File: config.mk
export PLATFORM = sky130hd
export DESIGN_NAME = free_list
export DESIGN_NICKNAME = d
export VERILOG_FILES = /design/src/rtl/free_list_pkg.sv /design/src/rtl/free_list.sv
export SDC_FILE = /design/constraint.sdc
export NUM_CORES = 1
export LEC_CHECK = 0
export CORE_ASPECT_RATIO = 1.1
export CORE_MARGIN = 8
export CORE_UTILIZATION = 45
export CTS_BUF_LIST = sky130_fd_sc_hd__clkbuf_4
export CTS_CLUSTER_SIZE = 16
export DETAILED_ROUTE_END_ITERATION = 12
export PLACE_DENSITY_LB_ADDON = 0.3
export SYNTH_ARGS = -nofsm -noshare
export SYNTH_HDL_FRONTEND = slang
export SYNTH_SLANG_ARGS = --single-unit
File: constraint.sdc
create_clock -name clk -period 2.9 [get_ports clk]
set_input_delay 0.435 -clock clk [delete_from_list [all_inputs] [get_ports clk]]
set_output_delay 0.435 -clock clk [all_outputs]
set_load 0.03 [all_outputs]
File: src/rtl/free_list_pkg.sv
// free_list_pkg: shared rename-stage sizes and types for the physical-register
// free list (PRF tag width, free-list pointer width, depth).
package free_list_pkg;

    localparam int PRF_IDX_W    = 6;
    localparam int FL_IDX_W     = 5;
    localparam int FL_DEPTH     = 32;
    localparam int ARCH_REG_NUM = 32;

    typedef logic [PRF_IDX_W-1:0] prf_tag_t;
    typedef logic [FL_IDX_W-1:0]  fl_ptr_t;

    // Free-entry count restored on recovery. The pointer difference wraps
    // modulo the depth; a difference of zero means the list was full, because
    // the snapshot is always taken while at least one tag was free.
    function automatic logic [FL_IDX_W:0] recover_count(input fl_ptr_t diff);
        logic [FL_IDX_W:0] cnt;
        if (diff == {FL_IDX_W{1'b0}}) begin
            cnt = (FL_IDX_W+1)'(FL_DEPTH);
        end else begin
            cnt = {1'b0, diff};
        end
        return cnt;
    endfunction

endpackage

File: src/rtl/free_list.sv
// free_list: circular FIFO of free PRF tags for the R10K-style rename stage.
// Pops hand the head tag to dispatch, pushes take retired old tags from the
// ROB, and a mispredict restores the head pointer from the ROB snapshot.
// Optional build macro FL_DEBUG_EN adds state-observation ports and
// simulation assertions; behaviour is otherwise identical.
module free_list #(
    parameter int FL_DEPTH   = free_list_pkg::FL_DEPTH,
    parameter int FL_IDX_W   = free_list_pkg::FL_IDX_W,
    parameter int PRF_IDX_W  = free_list_pkg::PRF_IDX_W,
    parameter int RESET_BASE = 32
) (
    input  logic                  clk,
    input  logic                  rst,
    input  logic                  dispatch_en_i,
    input  logic                  rob_head_retire_rdy_i,
    input  logic [PRF_IDX_W-1:0]  rob2fl_tag_i,
    input  logic                  br_recovery_rdy_i,
    input  logic [FL_IDX_W-1:0]   rob2fl_recover_head_i,
    output logic [PRF_IDX_W-1:0]  fl2rob_tag_o,
    output logic [FL_IDX_W-1:0]   fl2rob_cur_head_o,
    output logic                  fl_empty_o
`ifdef FL_DEBUG_EN
    ,
    output logic [FL_IDX_W-1:0]           head_o,
    output logic [FL_IDX_W-1:0]           tail_o,
    output logic [FL_IDX_W:0]             count_o,
    output logic [FL_DEPTH*PRF_IDX_W-1:0] tags_o
`endif
);

    import free_list_pkg::recover_count;

    localparam int CNT_W = FL_IDX_W + 1;

    logic [PRF_IDX_W-1:0] r_tags [FL_DEPTH];
    logic [FL_IDX_W-1:0]  r_head;
    logic [FL_IDX_W-1:0]  r_tail;
    logic [CNT_W-1:0]     r_count;

    logic                 w_empty;
    logic                 w_full;
    logic                 w_pop;
    logic                 w_push;
    logic [FL_IDX_W-1:0]  w_tail_nxt;
    logic [FL_IDX_W-1:0]  w_head_nxt;
    logic [CNT_W-1:0]     w_count_nxt;

    assign w_empty = (r_count == {CNT_W{1'b0}});
    assign w_full  = (r_count == CNT_W'(FL_DEPTH));

    // Outputs are read straight from registered state.
    assign fl2rob_tag_o      = r_tags[r_head];
    assign fl2rob_cur_head_o = r_head;
    assign fl_empty_o        = w_empty;

    // Accept decisions: recovery masks pop, and an empty list never bypasses
    // a same-cycle push to the pop side.
    assign w_pop  = dispatch_en_i & ~w_empty & ~br_recovery_rdy_i;
    assign w_push = rob_head_retire_rdy_i & ~w_full;

    // Next-state for pointers and free-entry count.
    always_comb begin
        w_tail_nxt  = r_tail;
        w_head_nxt  = r_head;
        w_count_nxt = r_count;
        if (w_push) begin
            w_tail_nxt = r_tail + FL_IDX_W'(1);
        end else begin
            w_tail_nxt = r_tail;
        end
        if (br_recovery_rdy_i) begin
            w_head_nxt  = rob2fl_recover_head_i;
            w_count_nxt = recover_count(w_tail_nxt - rob2fl_recover_head_i);
        end else if (w_pop) begin
            w_head_nxt  = r_head + FL_IDX_W'(1);
            w_count_nxt = r_count + CNT_W'(w_push) - CNT_W'(1);
        end else begin
            w_head_nxt  = r_head;
            w_count_nxt = r_count + CNT_W'(w_push);
        end
    end

    // Pointer and count registers.
    always_ff @(posedge clk) begin
        if (rst) begin
            r_head  <= {FL_IDX_W{1'b0}};
            r_tail  <= {FL_IDX_W{1'b0}};
            r_count <= CNT_W'(FL_DEPTH);
        end else begin
            r_head  <= w_head_nxt;
            r_tail  <= w_tail_nxt;
            r_count <= w_count_nxt;
        end
    end

    // Tag storage: reset loads the initial free tags, pushes write at tail.
    always_ff @(posedge clk) begin
        if (rst) begin
            for (int i = 0; i < FL_DEPTH; i++) begin
                r_tags[i] <= PRF_IDX_W'(RESET_BASE + i);
            end
        end else if (w_push) begin
            r_tags[r_tail] <= rob2fl_tag_i;
        end
    end

`ifdef FL_DEBUG_EN
    assign head_o  = r_head;
    assign tail_o  = r_tail;
    assign count_o = r_count;

    // Flatten the tag array for observation.
    always_comb begin
        tags_o = {(FL_DEPTH*PRF_IDX_W){1'b0}};
        for (int i = 0; i < FL_DEPTH; i++) begin
            tags_o[i*PRF_IDX_W +: PRF_IDX_W] = r_tags[i];
        end
    end

    logic [FL_IDX_W-1:0] w_popped_since_snap;
    logic [CNT_W+1:0]    w_recover_limit;
    assign w_popped_since_snap = r_head - rob2fl_recover_head_i;
    assign w_recover_limit     = (CNT_W+2)'(r_count) + (CNT_W+2)'(w_popped_since_snap)
                               + (CNT_W+2)'(w_push);

    // Protocol checks on the dispatch/retire/recovery interfaces.
    always_ff @(posedge clk) begin
        if (!rst) begin
            assert (!(rob_head_retire_rdy_i && w_full))
                else $error("free_list: push while full");
            assert (!(dispatch_en_i && w_empty))
                else $error("free_list: dispatch while empty");
            assert (!br_recovery_rdy_i || ((CNT_W+2)'(w_count_nxt) <= w_recover_limit))
                else $error("free_list: restored count exceeds popped plus pushed");
        end
    end
`endif

endmodule

==> impl_metrics.csv <==
group,metric,value,unit
status,status,"finished, violations left",
status,violations,"setup timing",
pwr,clock_power_share,0.356,
global_route,gr-usage-all-layers,0.178,
final_layout,final_area,12000,um^2
clock_tree,root_buffer,"clkbuf_4",
global_route,grt_max_degree,49,
final_layout,final_layout_size_suffix_gt1_frac,0.259,
worst_setup_path,worstPathArrival,2.89,ns
pwr,power.switching,1.84,mW
sta,fin_skew,0.0486,ns
final_layout,syn_to_final_growth,16.5,%
worst_setup_path,r2r_cells,12,
clock_tree,cts.htree.levels,2,
worst_hold_path,min_path_type,"input port to register",
sta,hold_viol_final,0,
clock_tree,cts_inserted_buffers,54,
sta,drv_slew,0,
worst_setup_path,required,2.47,ns
clock_tree,cts_hold_buf,0,
global_route,grt_first_pass_wirelength,38500,um
worst_setup_path,critPathMaxFanout,5,
detailed_routing,wl_per_cell,21.6,um
final_layout,mostFrequentLayoutCells,"edfxtp_1 (192), or3_1 (116), and2_1 (81), clkbuf_4 (75), mux4_2 (60)",
detailed_routing,via_count,6477,
floorplanning,core-area,22600,um^2
clock_tree,cts.path.max_buffers,3,
pwr,seq_power_share,0.496,
sta,tns,-2.22,ns
sta,setup_violations,6,
logic_synthesis,ys_seq_area_frac,0.602,
floorplanning,die_y,175,um
sta,maxSlewHeadroom,0.362,
pwr,p_leak,3.71,nW
clock_tree,clkTransAtPathRegs,0.07,ns
sta,fin_crit_sh,1.15,
clock_tree,cts_tree,"done",
worst_hold_path,min_path_cells,3,
pwr,p_sw_frac,0.261,
detailed_routing,ant_nets,0,
logic_synthesis,synth.largest_area_cell,"edfxtp_1",
pwr,max-vdd-ir-drop,0.311,mV
detailed_routing,firstDrtPassIters,4,
clock_tree,cts_sinks,213,
detailed_routing,routed_wl,24700,um
logic_synthesis,netlist.area_leader.share,0.561,
detailed_routing,drc,0,
floorplanning,dieArea,27900,um^2
sta,max_freq,0.301,GHz
placement,place_area,11000,um^2
worst_setup_path,crit_type,"register to primary output",
clock_tree,clock_latency,0.67,ns
logic_synthesis,syn_nets,760,
pwr,p_int,5.20,mW
sta,fin_crit,3.32,ns
logic_synthesis,ys_ff_latch,213,
logic_synthesis,ys_types,49,
pwr,p_per_area,587,nW/um^2
global_route,antenna_found_initial,1,
final_layout,final_common_cell,"edfxtp_1",
pwr,comb_power_share,0.148,
worst_setup_path,cp_slowest_cell,"mux4_2",
worst_setup_path,cp-end-kind,"primary output",
worst_setup_path,cpPeakStageDelay,0.52,ns
sta,rsz0062_at_grt,"true",
worst_setup_path,worst_path_most_repeated_cell,"mux4_2",
flow_run,drv_cap,0,
floorplanning,io_pins,28,
logic_synthesis,synth_cells,731,
floorplanning,fp-row-count,58,
global_route,grt_pass1_vias,6690,
logic_synthesis,avgSynthCellArea,14.1,um^2
worst_setup_path,setup.worst_path.start_class,"register",
detailed_routing,vias_per_cell,5.66,
floorplanning,die_w,160,um
floorplanning,initial_core_util,0.454,
sta,worstMarginPinSlew,0.953,ns
logic_synthesis,netlist_area,10300,um^2
final_layout,final_nets,835,
detailed_routing,first_iter_violations,543,
logic_synthesis,yosysWarnings,0,
placement,place.gp.congestion,0.847,
sta,worst_slack,-0.424,ns
global_route,grt_overflow,0,
placement,place_hpwl,15900,um
worst_setup_path,critical_path.cell_chain,"buf_12 > buf_16 > buf_8 > mux4_2 > mux4_2 > mux2_4 > buf_6",
logic_synthesis,synthTopCellsByArea,"edfxtp_1 (56%), mux4_2 (13%), or3_1 (7.1%)",
placement,io_buffers,27,
[flip-flops by register name, summed over array words and instances, names as in the netlist, named ones only]
register / count
r_tail: 5
fl2rob_cur_head_o: 5
r_count: 6
r_tags: 192
[area by class of cell]
cell class / count / area (um^2)
fillers: 1897 / 10700
flip-flops and latches: 213 / 6190
multi-input cells: 441 / 3810
repair buffers: 86 / 893
clock buffers: 75 / 563
well taps: 300 / 375
clock inverters: 19 / 104
inverters: 10 / 37.5
diodes: 1 / 2.50
[timing repair]
item,in CTS,in global routing
gates resized for setup,46,5
setup buffers,7,9
endpoints found under the setup margin,8,7
gates cloned,3,0
[critical path: cells and delay by family, from the launching register on]
| kind | cells | cell delay [ns] |
|---|---|---|
| multiplexers | 3 | 1.30 |
| buffers and inverters | 4 | 0.48 |
| flip-flops | 1 | 0.42 |
[power groups by stage]
stage | clock network (mW) | registers (mW) | logic (mW)
after global placement | 0 | 3.54 | 0.925
final | 2.51 | 3.49 | 1.04
after CTS | 2.56 | 3.49 | 1.03
after global routing | 2.70 | 3.50 | 1.12
after floorplan | 0 | 3.53 | 0.595
after detailed placement | 0 | 3.55 | 0.949
[layer usage]
layer,GRT usage,vias up,share of wire,wire length (um)
met4,0.0585,0,0.021,508
met2,0.286,280,0.49,12100
li1,-,2922,-,-
met5,0,-,0,0
met3,0.0397,46,0.078,1920
met1,0.235,3229,0.41,10200
[through the flow]
stage                util  worst slack [ns]  hold WS, ns  std cells  power, mW
floorplan               -             0.236        0.578        731       4.13
global placement    0.486           -0.0482        0.536       1032       4.47
detailed placement  0.486            -0.174        0.536       1032       4.50
CTS                 0.526            -0.472        0.365       1136       7.07
global route        0.529            -0.528        0.407       1145       7.32
finish              0.529            -0.424        0.405       1145       7.03
[cells by family after synthesis]
group,after synthesis,share of synthesized area
flops,213,0.602
compound gates,30,0.0202
buf+inv,77,0.0309
fa+ha+maj,13,0.0166
xor+xnor,17,0.0145
mux,67,0.139
simple gates,314,0.177
[cell usage after synthesis, drive strengths merged]
| cell type | count |
|---|---|
| edfxtp | 192 |
| or3 | 116 |
| and2 | 81 |
| mux4 | 60 |
| clkbuf | 59 |
| nor2 | 48 |
| or2 | 32 |
| dfxtp | 21 |
| xnor2 | 13 |
| ha | 12 |
| inv | 10 |
| nand3 | 10 |
| nand2 | 9 |
| buf | 8 |
| mux2 | 7 |
| a211oi | 6 |
| a21oi | 6 |
| nor2b | 4 |
| o21ai | 4 |
| xor2 | 4 |
| nand3b | 3 |
| a311oi | 2 |
| nor3 | 2 |
| o211ai | 2 |
| o31a | 2 |
| or4 | 2 |
| a21boi | 1 |
| a21o | 1 |
| a221o | 1 |
| a221oi | 1 |
| a31oi | 1 |
| and3 | 1 |
| and4 | 1 |
| fa | 1 |
| nand2b | 1 |
| nand4 | 1 |
| nor4 | 1 |
| nor4b | 1 |
| o21a | 1 |
| o21bai | 1 |
| o31ai | 1 |
| or3b | 1 |
[final timing paths]
path         slack (ns)                     start                    to
max               -0.42                  register       fl2rob_tag_o[1]
min                0.40  rob2fl_recover_head_i[2]              register
max reg2reg        0.19                r_count[1]            r_count[5]
min reg2reg        0.55      fl2rob_cur_head_o[4]  fl2rob_cur_head_o[4]
Power figures use the tool's default switching activity.
